<file path="config.mk">
export PLATFORM = sky130hd
export DESIGN_NAME = ulaplus_port_ctrl
export DESIGN_NICKNAME = d
export VERILOG_FILES = /design/src/rtl/ulaplus_port_ctrl.sv
export SDC_FILE = /design/constraint.sdc
export NUM_CORES = 1
export LEC_CHECK = 0
export BUFFER_PORTS_ARGS = -buffer_cell sky130_fd_sc_hd__buf_2
export CELL_PAD_IN_SITES_DETAIL_PLACEMENT = 1
export CELL_PAD_IN_SITES_GLOBAL_PLACEMENT = 1
export CORE_UTILIZATION = 43
export CTS_BUF_LIST = sky130_fd_sc_hd__clkbuf_8 sky130_fd_sc_hd__clkbuf_16
export CTS_CLUSTER_DIAMETER = 50
export DETAILED_ROUTE_END_ITERATION = 10
export PLACE_DENSITY_LB_ADDON = 0.05
export SLEW_MARGIN = 5
export SYNTH_ARGS = -nofsm -noshare
export SYNTH_HDL_FRONTEND = slang
export SYNTH_SLANG_ARGS = --single-unit
</file>
<file path="constraint.sdc">
create_clock -name clk -period 2.6 [get_ports clk]
set_input_delay 0.52 -clock clk [delete_from_list [all_inputs] [get_ports clk]]
set_output_delay 0.52 -clock clk [all_outputs]
set_load 0.005 [all_outputs]
</file>
<file path="src/rtl/ulaplus_port_ctrl.sv">
// ulaplus_port_ctrl: Z80 I/O decode for the ULAplus select/data ports and arbiter for the shared palette RAM address.
// Define ULAPLUS_READBACK_EN to add CPU read-back of the data port (extra FSM states, read synchroniser, cpu_oe).
module ulaplus_port_ctrl #(
  parameter logic [15:0] SEL_PORT    = 16'hBF3B,
  parameter logic [15:0] DATA_PORT   = 16'hFF3B,
  parameter int          SYNC_STAGES = 2
) (
  input  logic        clk,
  input  logic        rst_n,
  input  logic [15:0] a,
  input  logic        iorq_n,
  input  logic        wr_n,
  input  logic        rd_n,
  input  logic [7:0]  cpu_din,
  output logic [7:0]  cpu_dout,
  output logic        cpu_oe,
  output logic [5:0]  pal_a,
  output logic [7:0]  pal_din,
  output logic        pal_we,
  input  logic [7:0]  pal_dout,
  input  logic [5:0]  vid_idx,
  output logic [7:0]  vid_color,
  output logic        ulaplus_on
);

`ifdef ULAPLUS_READBACK_EN
  typedef enum logic [2:0] {S_IDLE, S_WR_ADDR, S_WR_COMMIT, S_RD_ADDR, S_RD_CAPT} state_t;
`else
  typedef enum logic [1:0] {S_IDLE, S_WR_ADDR, S_WR_COMMIT} state_t;
`endif

  state_t                 r_state, r_pend_st;
  logic                   r_pend_vld;
  logic [5:0]             r_pend_addr, r_op_addr;
  logic [7:0]             r_pend_data, r_op_data;
  logic [7:0]             r_reg_sel, r_vid_color;
  logic                   r_on;
  logic [15:0]            r_a_pipe [SYNC_STAGES];
  logic [7:0]             r_d_pipe [SYNC_STAGES];
  logic [SYNC_STAGES-1:0] r_wr_sync;
  logic                   r_wr_prev;
  logic                   w_wr_ev;
  logic [15:0]            w_ev_a;
  logic [7:0]             w_ev_d;
  logic [1:0]             w_grp;
  logic                   w_sel_wr, w_dat_wr, w_pal_wr, w_mode_wr;
  logic                   w_op_req, w_to_pend;
  state_t                 w_new_st;

  // Bus sample pipeline has the synchroniser's depth so a/cpu_din line up with the strobe edge.
  always_ff @(posedge clk) begin
    r_a_pipe[0] <= a;
    r_d_pipe[0] <= cpu_din;
    for (int i = 1; i < SYNC_STAGES; i++) begin
      r_a_pipe[i] <= r_a_pipe[i-1];
      r_d_pipe[i] <= r_d_pipe[i-1];
    end
  end

  always_ff @(posedge clk or negedge rst_n) begin
    if (!rst_n) begin
      r_wr_sync <= '0;
      r_wr_prev <= 1'b0;
    end else begin
      r_wr_sync <= {r_wr_sync[SYNC_STAGES-2:0], ~iorq_n & ~wr_n};
      r_wr_prev <= r_wr_sync[SYNC_STAGES-1];
    end
  end

  assign w_wr_ev   = r_wr_sync[SYNC_STAGES-1] & ~r_wr_prev;
  assign w_ev_a    = r_a_pipe[SYNC_STAGES-1];
  assign w_ev_d    = r_d_pipe[SYNC_STAGES-1];
  assign w_grp     = r_reg_sel[7:6];
  assign w_sel_wr  = w_wr_ev & (w_ev_a == SEL_PORT);
  assign w_dat_wr  = w_wr_ev & (w_ev_a == DATA_PORT);
  assign w_pal_wr  = w_dat_wr & (w_grp == 2'b00);
  assign w_mode_wr = w_dat_wr & (w_grp == 2'b01);

`ifdef ULAPLUS_READBACK_EN
  logic [SYNC_STAGES-1:0] r_rd_sync;
  logic                   r_rd_prev;
  logic [7:0]             r_cpu_dout;
  logic                   w_rd_ev, w_dat_rd, w_pal_rd;

  always_ff @(posedge clk or negedge rst_n) begin
    if (!rst_n) begin
      r_rd_sync <= '0;
      r_rd_prev <= 1'b0;
    end else begin
      r_rd_sync <= {r_rd_sync[SYNC_STAGES-2:0], ~iorq_n & ~rd_n};
      r_rd_prev <= r_rd_sync[SYNC_STAGES-1];
    end
  end

  assign w_rd_ev  = r_rd_sync[SYNC_STAGES-1] & ~r_rd_prev & ~w_wr_ev;
  assign w_dat_rd = w_rd_ev & (w_ev_a == DATA_PORT);
  assign w_pal_rd = w_dat_rd & (w_grp == 2'b00);
  assign w_op_req = w_pal_wr | w_pal_rd;
  assign w_new_st = w_pal_rd ? S_RD_ADDR : S_WR_ADDR;
  assign cpu_oe   = ~iorq_n & ~rd_n & (a == DATA_PORT);
  assign cpu_dout = r_cpu_dout;

  // Mode and unmapped groups answer immediately; palette reads wait for RD_CAPT.
  always_ff @(posedge clk or negedge rst_n) begin
    if (!rst_n)
      r_cpu_dout <= 8'h00;
    else if (r_state == S_RD_CAPT)
      r_cpu_dout <= pal_dout;
    else if (w_dat_rd && (w_grp != 2'b00))
      r_cpu_dout <= (w_grp == 2'b01) ? {7'b0, r_on} : 8'hFF;
  end
`else
  logic w_unused_rd;
  assign w_unused_rd = rd_n;
  assign w_op_req    = w_pal_wr;
  assign w_new_st    = S_WR_ADDR;
  assign cpu_oe      = 1'b0;
  assign cpu_dout    = 8'hFF;
`endif

  // A request goes to the pending slot if the FSM is busy, or if IDLE is draining the slot this cycle.
  assign w_to_pend = w_op_req & ((r_state == S_IDLE) ? r_pend_vld : ~r_pend_vld);

  always_ff @(posedge clk or negedge rst_n) begin
    if (!rst_n) begin
      r_state     <= S_IDLE;
      r_pend_st   <= S_IDLE;
      r_pend_vld  <= 1'b0;
      r_pend_addr <= 6'd0;
      r_pend_data <= 8'h00;
      r_op_addr   <= 6'd0;
      r_op_data   <= 8'h00;
      r_reg_sel   <= 8'h00;
      r_on        <= 1'b0;
      r_vid_color <= 8'h00;
    end else begin
      if (w_sel_wr)  r_reg_sel <= w_ev_d;
      if (w_mode_wr) r_on      <= w_ev_d[0];

      if (w_to_pend) begin
        r_pend_vld  <= 1'b1;
        r_pend_st   <= w_new_st;
        r_pend_addr <= r_reg_sel[5:0];
        r_pend_data <= w_ev_d;
      end else if (r_state == S_IDLE) begin
        r_pend_vld  <= 1'b0;
      end

      if (r_state == S_IDLE) begin
        r_vid_color <= pal_dout;
        if (r_pend_vld) begin
          r_state   <= r_pend_st;
          r_op_addr <= r_pend_addr;
          r_op_data <= r_pend_data;
        end else if (w_op_req) begin
          r_state   <= w_new_st;
          r_op_addr <= r_reg_sel[5:0];
          r_op_data <= w_ev_d;
        end
      end else begin
        case (r_state)
          S_WR_ADDR: r_state <= S_WR_COMMIT;
`ifdef ULAPLUS_READBACK_EN
          S_RD_ADDR: r_state <= S_RD_CAPT;
`endif
          default:   r_state <= S_IDLE;
        endcase
      end
    end
  end

  assign pal_a      = (r_state == S_IDLE) ? vid_idx : r_op_addr;
  assign pal_din    = r_op_data;
  assign pal_we     = (r_state == S_WR_COMMIT);
  assign vid_color  = r_vid_color;
  assign ulaplus_on = r_on;

endmodule

</file>
==> summary.txt <==
GRT
  – Met3 Usage GRT: under 10%
  – Grt met2 use: roughly 27%
  – Pin count of the biggest net entering global routing: between 40 and 50
  – Antenna violations before repair: 0
  – Met1 usage: between 20% and 30%
  – Gr ovfl total: 0
  – Vias in the first global route: 2235
  – First-pass GRT wire length: approximately 11000 µm
  – Layer with the highest usage: met2
  – Overall Global Routing Usage: ~17%

STA
  – Final Hold Viols: 0
  – Final Setup Violations: 0
  – Fmax: about 450 MHz
  – Max_slew headroom: 56.3%
  – Final WS setup: around 360 ps
  – Tmin final: roughly 2200 ps
  – RSZ-0062 raised after global routing: false
  – Slew @ Worst Pin: ~650 ps
  – Setup TNS Final: 0 ps
  – Final Slew Violations: 0
  – Period utilisation layout: between 80% and 90%
  – Clock skew: around 13 ps

Power
  – Pleak: about 0.0020 µW
  – Power consumption: ~2600 µW
  – Maximum VDD drop: approximately 340 µV
  – Power per cell area: roughly 630 nW/µm²

Drt
  – Drt drc: 0
  – Per-cell routed wire length: roughly 15 µm
  – First DRT Iteration DRCs: 44
  – Routed Wire Length: approximately 6600 µm
  – Vias per inst: 5.05
  – DRT Pass-1 Iters: 4
  – Vias: approximately 2200
  – Final ANT Viol Nets: 0

Place
  – Port Buffers: 65
  – Pre-CTS setup slack: between 400 and 500 ps
  – Dpl cells: 421
  – Hpwl dp: approximately 4400 µm
  – GP Congestion: ~0.74

Clock network
  – Clock sinks: 100
  – Number of setup buffers added after CTS: 0
  – Post-cts sizing count: 0
  – CTS Hold Bufs: 0
  – Root buffer cell: clkbuf_8
  – CTS tree: yes
  – Reg clk slew, reported paths: approximately 90 ps
  – H-tree lvl count: 3
  – Clock latency on the worst-skew pair: around 360 ps
  – Max Root-Sink Buffers: 2
  – Cts bufs inserted: 9

Die
  – Ports: between 70 and 80
  – Starting Density: about 45%
  – Die height: around 93 µm
  – Core area: 7850 µm²
  – Die area: between 8000 and 9000 µm²
  – Rows: 32
  – Width of the die: 92.9 µm

Synthesis
  – Post-synthesis compound-gate area fraction: about 8%
  – EDFF count, synth: 0
  – Synth Area in Adders: less than 1%
  – Post-Synthesis Cells: roughly 260
  – Synth Area in XOR/XNOR: 0.247%
  – Synth unique cells: 32
  – Largest family of logic cells by synthesized area: multiplexers
  – Synth async-reset ratio: between 50% and 60%
  – Sequential area share after synthesis: between 60% and 70%
  – Top FF cell, synth: dfrtp_1
  – Netlist Area Pre-Place: 3550 µm²
  – Post-Syn Area per Cell: ~14 µm²
  – Synth Area in Simple Gates: roughly 11%
  – Yosys warning count: 0
  – Mux share of post-synthesis cell area: about 13%
  – #FFs+latches synth: 100

Hold path
  – Tightest Hold Check Type: in2async

Layout
  – Layout cells sized above 1: between 40% and 50%
  – Fillers: approximately 850
  – Ant diodes: 0
  – Finished Layout Cells: between 400 and 500
  – Final Core Density: a little over half
  – Post-layout nets: 373
  – Synthesis-to-finish area growth: 16.8%

Worst setup path
  – Setup crit end kind: primary output
  – Critical Path AT: around 1700 ps
  – Crit Path Category: reg2out
  – FF-to-FF path depth: 5
  – Required time at the worst-slack endpoint: between 2000 and 2500 ps
  – Worst-path fanout max: 15
  – CP Launch Type: flop

Run
  – Max-capacitance violation count: 0

Outcome
  – Status: completed
layout by cell type, fill, tap and decap left out, types with 3 or more instances in the layout:
cell type	n
buf_2	65
dfrtp_1	52
dfxtp_1	48
mux2_2	28
a211oi_1	28
nor2_1	18
nand3b_1	15
o21ai_0	14
mux2_4	9
conb_1	9
clkbuf_8	9
buf_4	7
nor2b_1	3
inv_6	3
flip-flops by register name, indices dropped and copies added, names as in the netlist:
name and flops:
vid_color 8, r_pend_vld 1, r_pend_data 8, r_reg_sel 8, r_op_addr 6, r_pend_st 1, r_a_pipe 32, r_wr_prev 1
pal_din 8, r_state 2, r_pend_addr 6, r_d_pipe 16, ulaplus_on 1, r_wr_sync 2
cell families (layout without fill, tap and decap cells):
group,after synthesis,after routing
AO/OA/AOI/OAI,43,43
XOR/XNOR,1,1
buffers and inverters,23,89
adder cells (fa/ha/maj),1,1
flip-flops,100,100
multiplexers,37,37
other,2,9
AND/OR/NAND/NOR,55,55
path summary, 6_finish.rpt:
| path | from | end | slack (ps) |
|---|---|---|---|
| min | rst_n | r_wr_sync[1]$_DFF_PN0_ | 160 |
| max in group asynchronous | rst_n | r_op_addr[1]$_DFFE_PN0P_ | 1870 |
| max | r_state[1]$_DFFE_PN0P_ | pal_a[2] | 360 |
| min in group clk | a[12] | r_a_pipe[0][12]$_DFF_P_ | 250 |
| min reg2reg | r_a_pipe[0][10]$_DFF_P_ | r_a_pipe[0][26]$_DFF_P_ | 330 |
| max reg2reg | r_wr_prev$_DFF_PN0_ | r_pend_data[6]$_DFFE_PN0P_ | 480 |
layout make-up:
cell class                 count  area [µm²]  area share, %
timing repair buffer          73         398           9.59
multi-input combinational    146        1180           28.5
sequential                   100        2260           54.5
clock buffer                   9         124           2.98
tap                          102         128           3.08
clock inverter                 7        56.3           1.36
critical path, stage by stage, from the launching register on:
cell and delay (ps):
dfrtp_1 450, nor2_4 390, mux2_2 390, buf_2 130
where the power goes:
group / leakage, µW / internal (µW) / switching (µW)
sequential: 0.00111 / 1590 / 19.2
combinational: 0.000749 / 45.8 / 40.5
clock: 0.0000963 / 363 / 546
total: 0.00196 / 2000 / 606
per-stage QoR:
| stage | hold WS, ps | cell area, µm² |
|---|---|---|
| finish | 160 | 4150 |
| global route | 182 | 4150 |
| CTS | 158 | 4150 |
| detailed placement | 314 | 3970 |
| global placement | 311 | 3970 |
| floorplan | 224 | 3580 |
cell usage after synthesis, types with 3 or more instances:
cell	instances	share of area [%]
dfrtp_1	52	37
dfxtp_1	48	27
a211oi_1	28	5.9
mux2_2	28	8.9
nor2_1	19	2.0
nand3b_1	15	3.2
o21ai_0	14	2.0
clkbuf_1	10	1.1
buf_4	9	1.9
mux2_4	9	3.8
nor2b_1	3	0.53
layer usage:
| layer | vias to the layer above | part of all wire [%] | wire [µm] |
|---|---|---|---|
| met4 | 0 | 1.8 | 121 |
| met1 | 1092 | 47 | 3090 |
| li1 | 1051 | - | - |
| met3 | 8 | 4.5 | 294 |
| met5 | - | 0 | 0 |
| met2 | 54 | 47 | 3070 |
Note: power is estimated with default switching activity, not from simulation.
